## config.mk

```make
export PLATFORM = sky130hd
export DESIGN_NAME = pin_entry_ctrl
export DESIGN_NICKNAME = d
export VERILOG_FILES = /design/src/rtl/pin_entry_ctrl.sv
export SDC_FILE = /design/constraint.sdc
export NUM_CORES = 1
export LEC_CHECK = 0
export BUFFER_PORTS_ARGS = -buffer_cell sky130_fd_sc_hd__buf_2
export CAP_MARGIN = 20
export CORE_MARGIN = 1.5
export CORE_UTILIZATION = 59
export CTS_CLUSTER_SIZE = 40
export DETAILED_ROUTE_END_ITERATION = 12
export PLACE_DENSITY = 0.94
export RECOVER_POWER = 50
export SYNTH_ARGS = -nofsm -noshare
export SYNTH_HDL_FRONTEND = slang
export SYNTH_SLANG_ARGS = --single-unit
```

## constraint.sdc

```tcl
create_clock -name clk -period 4.6 [get_ports clk]
set_input_delay 0.23 -clock clk [delete_from_list [all_inputs] [get_ports clk]]
set_output_delay 0.23 -clock clk [all_outputs]
set_load 0.02 [all_outputs]
```

## src/rtl/pin_entry_ctrl.sv

```systemverilog
// Keypad front end for the 16-bit hex PIN comparator.
// Collects four digits, strobes them for checking, tracks retries and lockout.
module pin_entry_ctrl #(
  parameter int MAX_TRIES      = 3,
  parameter int TRY_W          = 2,
  parameter int LOCKOUT_CYCLES = 1000,
  parameter int TIMEOUT_CYCLES = 5000
) (
  input  logic             clk,
  input  logic             rst,
  input  logic             key_valid,
  input  logic [3:0]       key_code,
  input  logic             key_enter,
  input  logic             key_clear,
  input  logic             unlock_in,
  output logic [15:0]      pin,
  output logic             pin_valid,
  output logic [2:0]       digit_count,
  output logic [TRY_W-1:0] tries_left,
  output logic             unlocked,
  output logic             locked_out,
  output logic             fail
);

  localparam int LW = $clog2(LOCKOUT_CYCLES + 1);
  localparam int IW = $clog2(TIMEOUT_CYCLES + 1);

  localparam logic [LW-1:0] LOCK_LAST = LW'(LOCKOUT_CYCLES - 1);
  localparam logic [IW-1:0] IDLE_LAST = IW'(TIMEOUT_CYCLES - 1);
  localparam logic [TRY_W-1:0] TRY_MAX = TRY_W'(MAX_TRIES);
  localparam logic [TRY_W-1:0] TRY_ONE = TRY_W'(1);

  // One-hot so each status output is a plain flop bit.
  typedef enum logic [3:0] {
    ENTRY   = 4'b0001,
    CHECK   = 4'b0010,
    OPEN    = 4'b0100,
    LOCKOUT = 4'b1000
  } state_t;

  state_t state;
  state_t state_next;

  logic [LW-1:0] lock_cnt;
  logic [IW-1:0] idle_cnt;
  logic          any_key;
  logic          full;
  logic          lock_done;

  assign any_key   = key_valid | key_enter | key_clear;
  assign full      = (digit_count == 3'd4);
  assign lock_done = (lock_cnt == LOCK_LAST);

  always_ff @(posedge clk) begin
    if (rst) begin
      state <= ENTRY;
    end else begin
      state <= state_next;
    end
  end

  always_comb begin
    state_next = state;
    unique case (state)
      ENTRY: begin
        if (!key_clear && key_enter && full) begin
          state_next = CHECK;
        end
      end
      CHECK: begin
        if (unlock_in) begin
          state_next = OPEN;
        end else if (tries_left == TRY_ONE) begin
          state_next = LOCKOUT;
        end else begin
          state_next = ENTRY;
        end
      end
      OPEN: begin
        if (key_clear) begin
          state_next = ENTRY;
        end
      end
      LOCKOUT: begin
        if (lock_done) begin
          state_next = ENTRY;
        end
      end
      default: state_next = ENTRY;
    endcase
  end

  always_comb begin
    pin_valid  = (state == CHECK);
    unlocked   = (state == OPEN);
    locked_out = (state == LOCKOUT);
  end

  always_ff @(posedge clk) begin
    if (rst) begin
      pin         <= '0;
      digit_count <= '0;
      tries_left  <= TRY_MAX;
      fail        <= 1'b0;
      lock_cnt    <= '0;
      idle_cnt    <= '0;
    end else begin
      fail     <= (state == CHECK) && !unlock_in;
      lock_cnt <= '0;
      idle_cnt <= '0;
      unique case (state)
        ENTRY: begin
          if (key_clear) begin
            pin         <= '0;
            digit_count <= '0;
          end else if (key_enter) begin
            // A short entry is discarded; a full one is held for CHECK.
            if (!full) begin
              pin         <= '0;
              digit_count <= '0;
            end
          end else if (key_valid) begin
            if (!full) begin
              pin         <= {pin[11:0], key_code};
              digit_count <= digit_count + 3'd1;
            end
          end else if (digit_count != 3'd0) begin
            if (idle_cnt == IDLE_LAST) begin
              pin         <= '0;
              digit_count <= '0;
            end else begin
              idle_cnt <= idle_cnt + 1'b1;
            end
          end
          if (any_key) begin
            idle_cnt <= '0;
          end
        end
        CHECK: begin
          pin         <= '0;
          digit_count <= '0;
          if (unlock_in) begin
            tries_left <= TRY_MAX;
          end else begin
            tries_left <= tries_left - TRY_ONE;
          end
        end
        OPEN: begin
        end
        LOCKOUT: begin
          if (lock_done) begin
            tries_left <= TRY_MAX;
          end else begin
            lock_cnt <= lock_cnt + 1'b1;
          end
        end
        default: begin
        end
      endcase
    end
  end

endmodule

```

==> out/qor.csv, run 1 <==
metric,value,unit
synthesized netlist cell count,243,
global-route wire length before repair,6.803,mm
WP buf/inv,2,
critical path's top delay family,simple AND/OR/NAND/NOR gates,
Skew-Pair Late Insertion Delay,370,ps
Syn Nets,258,
min cycle time layout,2099,ps
worst clock skew,14.50,ps
fraction of registers with async set/reset,0,
outcome,completed,
Routed Antenna Nets,0,
IO Port Bufs,34,
io pins,35,
Layout Nets,289,
P_sw,0.0001694,W
"Slowest-stage cell, CP",or4b_1,
Simple-Gate Fraction of Synth Area,0.2878,
CTS H-tree lvls,2,
Std-Cell Rows,21,
relative slew slack,0.3693,
Post-synth EDFFs,0,
kind of critical path,register to output port,
final WL,3.909,mm
Flop pwr share,0.640,
adder-cell share of the synthesized area,0.02943,
crit-path cells,"or4b_1, inv_1, buf_2",
area of the multi-input gates,1031,µm²
clock network power share,0.285,
Worst EP arrival,1870,ps
Fin Setup TNS,0,ps
Worst-Margin Slew,945.0,ps
DP HPWL,2.742,mm
CTS max path bufs,2,
area of the mapped netlist,2126,µm²
vias in the first global route,1602,
combinational power share,0.075,
CTS tree,built,
Synth Area in Compound Gates,0.09241,
number of cells on the worst hold path,3,
number of diodes,0,
First DRT Iteration DRCs,125,
pwr/cell area,290.5,nW/µm²
hold buffers post-CTS,0,
Clock Sinks,49,
final period utilization,0.4562,
Mean Syn Cell Area,8.748,µm²
total chip power,0.0006717,W
Filler Cell Count,292,
Min-Delay Path Class,primary input to register,
All-Layer GR Usage,0.2135,
Die ar.,3972,µm²
residual DRC count,0,
Post-synth top cells,"dfxtp_1, nor2_1, nand2_1, nand3_1, a21oi_1",
leakage,0.8241,nW
xor/xnor share of the synthesized area,0.07828,
Fmax achieved,0.4765,GHz
critical path's largest stage delay,700,ps
maximum number of pins on one net before global-route repair,27,
share of post-route cells with drive strength above 1,0.09455,
Hold Slack,94.08,ps
Peak VDD IR,0.2035,mV
drt wl/cell,12.18,µm
placer congestion estimate,0.8130,
root buf cell,clkbuf_4,
post-cts gate resize count,0,
launching element type of the critical path,register,
Starting Density,0.6272,
DR vias/cell,5.408,
"Top FF cell, synth",dfxtp_1,
width of the die,63.03,µm
Final setup violation count,0,
RSZ-0062 raised after global routing,false,
top-count cell post-synth,dfxtp_1,
area share of the largest cell type after synthesis,0.4614,
Worst R2R Path Depth,7,
WP depth,3,
HP Start,key_code[3],
TritonCTS Buffers,5,
max_cap viols,0,
register area,980.9,µm²
DRT Pass-1 Iters,5,
core area,3390,µm²
YS warnings,0,
initial antenna violation count,0,
library cells used by synthesis,39,
largest fanout on the critical path,7,
"area leader, netlist",dfxtp_1,
Die Y,63.03,µm
register area share after synthesis,0.4614,
beginning of the worst register-to-register path,digit_count[0]$_SDFFE_PP0P_,
Synth Register Bits,49,
Pint,0.0005023,W
via count,1736,
Critical Path Source,state[3]$_SDFFE_PP0P_,
largest family of logic cells by synthesized area,simple AND/OR/NAND/NOR gates,
Area Overhead vs Synth,8.770,%
multiplexer share of the synthesized area,0,
Switching Share,0.2521,
total gr overflow,0,
Area contributors post-synth,"dfxtp_1, nand3_1, a21oi_1",
"Clk pin slew, worst setup/hold paths",140,ps
final hold violation count,0,
Final Max Slew Viols,0,
CP endpoint kind,output port,
Worst Path Required,4370,ps
Post-CTS Setup Inserts,0,
[area by class of cell]
class	instances	area share
multi-input combinational	173	0.4459
clock buffer	6	0.01786
tap	46	0.02489
inverter	10	0.01623
timing repair buffer	35	0.06439
sequential	49	0.4242
clock inverter	2	0.006493
[registers in the layout, indices dropped and copies added (netlist names)]
signal,cells
idle_cnt,13
tries_left,2
pin,16
digit_count,3
state,4
lock_cnt,10
fail,1
[final timing paths]
check / endpoint / slack (ps)
worst max register to register: pin[11]$_SDFFE_PP0P_ / 2550
worst max-delay path: pin_valid / 2500
worst min register to register: pin[15]$_SDFFE_PP0P_ / 470
worst min-delay path: pin[3]$_SDFFE_PP0P_ / 90
[power groups by stage]
stage / clock, W / combinational [W] / sequential, W
finish: 0.000192 / 0.0000502 / 0.000430
detailed placement: 0 / 0.0000499 / 0.000439
floorplan: 0 / 0.0000427 / 0.000441
global route: 0.000216 / 0.0000560 / 0.000431
CTS: 0.000197 / 0.0000501 / 0.000430
global placement: 0 / 0.0000493 / 0.000439
[layout by cell type, fill, tap and decap left out, drive strengths merged]
cell,n
o211ai,2
and2,2
a21oi,23
nand4,4
nor2,30
nand2,27
and3,6
o211a,1
clkbuf,29
o221ai,2
clkinvlp,2
dfxtp,49
xnor2,11
inv,10
nand2b,2
and4,1
o2111ai,1
nand3,25
nand4b,2
nand3b,1
ha,5
or2,3
buf,12
nor4b,6
nor3,7
or4b,1
xor2,8
o21ai,2
or3,1
[routing by layer]
layer  up-vias  part of all wire  GRT usage
met5         -                 0          0
met1       793              0.45     0.2529
met4         0             0.015    0.08889
met3         8             0.053    0.05766
li1        888                 -          -
met2        47              0.48     0.3630
[worst reg2reg max path: stages, from the launching register on]
cell and delay [ps]:
dfxtp_1 360, inv_1 80, ha_1 190, nand3b_1 140, o211ai_1 350, o211a_1 600
nand2_1 120, a21oi_1 150
[stage by stage]
stage | utilization | cell area [µm²] | instances | worst slack [ps]
2_1_floorplan | - | 2126 | 243 | 2813
3_3_place_gp | 0.6759 | 2291 | 313 | 2730
3_5_place_dp | 0.6759 | 2291 | 313 | 2605
4_1_cts | 0.6925 | 2347 | 321 | 2542
5_1_grt | 0.6822 | 2312 | 321 | 2341
6_report | 0.6822 | 2312 | 321 | 2501
[logic make-up after synthesis]
logic type               after synthesis
buffers and inverters                 21
XOR/XNOR                              19
AO/OA/AOI/OAI                         31
adder cells (fa/ha/maj)                5
flip-flops                            49
AND/OR/NAND/NOR                      118
No activity file was read; power rests on OpenSTA's default activity.
==> inputs of run 2 (changes only) <==
--- a/config.mk
+++ b/config.mk
@@ -8,10 +8,10 @@
 export BUFFER_PORTS_ARGS = -buffer_cell sky130_fd_sc_hd__buf_2
 export CAP_MARGIN = 20
 export CORE_MARGIN = 1.5
-export CORE_UTILIZATION = 59
+export CORE_UTILIZATION = 50
 export CTS_CLUSTER_SIZE = 40
 export DETAILED_ROUTE_END_ITERATION = 12
-export PLACE_DENSITY = 0.94
+export PLACE_DENSITY = 0.86
 export RECOVER_POWER = 50
 export SYNTH_ARGS = -nofsm -noshare
 export SYNTH_HDL_FRONTEND = slang
==> constraint.sdc (replaced) <==
create_clock -name clk -period 1.7 [get_ports clk]
set_input_delay 0.085 -clock clk [delete_from_list [all_inputs] [get_ports clk]]
set_output_delay 0.085 -clock clk [all_outputs]
set_load 0.02 [all_outputs]
==> run 2 against run 1 <==
Effect of this change:
- the run now ends with setup timing left
- via count increased by 8.5%
- critical endpoint is now digit_count[2]$_SDFFE_PP0P_
- clock skew decreased by 6.1 ps
- first-iteration DRC count decreased by 44%
- largest cell class unchanged
- clock power increased to 4.5 times the previous value
- routed wire length increased by 17%
- sequential share of layout area decreased by 6.4 points
- worst setup slack got worse by 2500 ps
- global-route usage decreased by 1.9 points
- combinational power increased to 4.7 times the previous value
- die area increased by 17%
- critical path depth increased by 3
- count of clock-buffer cells in the layout unchanged
==> out/qor.csv, run 2 (synthesis results as in run 1) <==
metric,value,unit,change
outcome,"complete, but fails checks",,was completed
failing checks,setup timing,,
Fin Setup TNS,-35.27,ps,was 0 ps
pwr/cell area,824.6,nW/µm²,was 290.5 nW/µm²
GRT met2 Usage,0.3252,,was 0.3630
"Clk pin slew, worst setup/hold paths",90,ps,was 140 ps
DP HPWL,3.016,mm,was 2.742 mm
largest fanout on the critical path,4,,was 7
max reg flops,16,,unchanged
RSZ-0062 raised after global routing,true,,was false
CP endpoint kind,register,,was output port
DR vias/cell,5.319,,was 5.408
worst clock skew,8.425,ps,was 14.50 ps
total gr overflow,0,,unchanged
Util after Layout,0.6772,,was 0.6822
final WL,4.588,mm,was 3.909 mm
Final setup violation count,5,,was 0
Clock Sinks,49,,unchanged
Hold Slack,26.95,ps,was 94.08 ps
Layout Nets,318,,was 289
maximum number of pins on one net before global-route repair,27,,unchanged
Worst EP arrival,1920,ps,was 1870 ps
biggest regs,"pin x16, idle_cnt x13, lock_cnt x10",,unchanged
Reg2Reg Setup Slack,-20,ps,was 2550 ps
via count,1883,,was 1736
Std-Cell Rows,23,,was 21
share of post-route cells with drive strength above 1,0.2434,,was 0.09455
width of the die,68.21,µm,was 63.03 µm
root buf cell,clkbuf_8,,was clkbuf_4
DRT Pass-1 Iters,4,,was 5
kind of critical path,register to register,,was register to output port
CTS H-tree lvls,2,,unchanged
CTS max path bufs,2,,unchanged
final period utilization,1.013,,
leakage,1.033,nW,was 0.8241 nW
Skew-Pair Late Insertion Delay,300,ps,was 370 ps
Worst Path Required,1900,ps,was 4370 ps
dpl cell area,2542,µm²,was 2291 µm²
number of diodes,0,,unchanged
drt wl/cell,12.96,µm,was 12.18 µm
Final Max Slew Viols,0,,unchanged
io pins,35,,unchanged
Peak VDD IR,0.5297,mV,was 0.2035 mV
setup ws final,-22.69,ps,was 2501 ps
TritonCTS Buffers,5,,unchanged
placer congestion estimate,0.7331,,was 0.8130
First DRT Iteration DRCs,70,,was 125
Routed Antenna Nets,0,,unchanged
residual DRC count,0,,unchanged
Largest Register,pin,,unchanged
grt met3 use,0.03947,,was 0.05766
total chip power,0.002266,W,was 0.0006717 W
Area Overhead vs Synth,29.25,%,was 8.770%
Starting Density,0.5239,,was 0.6272
Die Y,68.21,µm,was 63.03 µm
Fmax achieved,0.5805,GHz,
hold buffers post-CTS,0,,unchanged
GRT Max-Usage Layer,met2,,unchanged
"commonest cells after routing, fill and taps aside","dfxtp_1, nor2_1, nand2_1, nand3_1, clkbuf_1",,unchanged
launching element type of the critical path,register,,unchanged
Die ar.,4652,µm²,was 3972 µm²
min cycle time layout,1723,ps,
initial antenna violation count,0,,unchanged
Worst-Margin Slew,510.5,ps,was 945.0 ps
max_cap viols,0,,unchanged
core area,4058,µm²,was 3390 µm²
IO Port Bufs,34,,unchanged
M1 GR Usage,0.2457,,was 0.2529
vias in the first global route,1606,,was 1602
Min-Delay Path Class,primary input to register,,unchanged
post-route cell area,2748,µm²,was 2312 µm²
All-Layer GR Usage,0.1947,,was 0.2135
relative slew slack,0.6597,,was 0.3693
"commonest non-fill, non-tap cell in the layout",dfxtp_1,,unchanged
final hold violation count,0,,unchanged
global-route wire length before repair,6.886,mm,was 6.803 mm
CTS tree,built,,unchanged
-- run 2: cell count changes in the layout (fill, tap and decap cells not counted), moves of 4 or more --
cell	change
clkbuf_8	+6
clkbuf_4	-5
buf_12	+4
buf_4	+21
nor4b_2	+4
nor4b_1	-4
dfxtp_1	-4
-- run 2: timing repair --
action,in CTS,in global routing
gates cloned,0,1
setup buffers,2,1
setup endpoints to repair,23,20
pin swaps,4,5
resized for setup,3,16
-- run 2: worst paths after layout --
kind	start	to	depth (start not counted)
worst max-delay path	state[1]$_SDFFE_PP0P_	digit_count[2]$_SDFFE_PP0P_	6
worst min-delay path	key_code[0]	pin[0]$_SDFFE_PP0P_	3
worst max register to register	state[1]$_SDFFE_PP0P_	digit_count[2]$_SDFFE_PP0P_	6
worst min register to register	pin[13]$_SDFFE_PP0P_	pin[13]$_SDFFE_PP0P_	2
-- run 2: cell type report --
cell class,count,area [µm²]
clock buffers,6,82.58
clock inverters,2,37.54
fillers,317,1310
inverters,10,37.54
multi-input cells,173,1094
flip-flops and latches,49,988.4
well taps,50,62.56
repair buffers,64,445.4
-- run 2: report_power, final --
part / total [W] / switching [W] / leakage [nW] / internal [W]
Sequential: 0.00116 / 0.00000737 / 0.397 / 0.00115
Combinational: 0.000235 / 0.000119 / 0.578 / 0.000116
Clock: 0.000870 / 0.000392 / 0.0574 / 0.000479
Total: 0.00227 / 0.000518 / 1.03 / 0.00175
-- run 2: metal layers --
metal,vias up,routed length (µm)
li1,951,-
met5,-,0
met2,40,2300
met4,0,53
met3,5,148
met1,887,2086
-- run 2: per-stage QoR --
stage	cells	worst slack, ps
after CTS	352	0.2267
after global placement	342	14.05
after floorplan	243	1.920
after global routing	354	-93.42
after detailed placement	342	-52.26
final	354	-22.69
-- run 2: critical path, cell delays in order (launching register included) --
cell and delay, ps:
dfxtp_2 360, nor4b_4 380, o221ai_2 190, o211a_2 360, buf_4 150, a21oi_1 110
o21ai_1 80
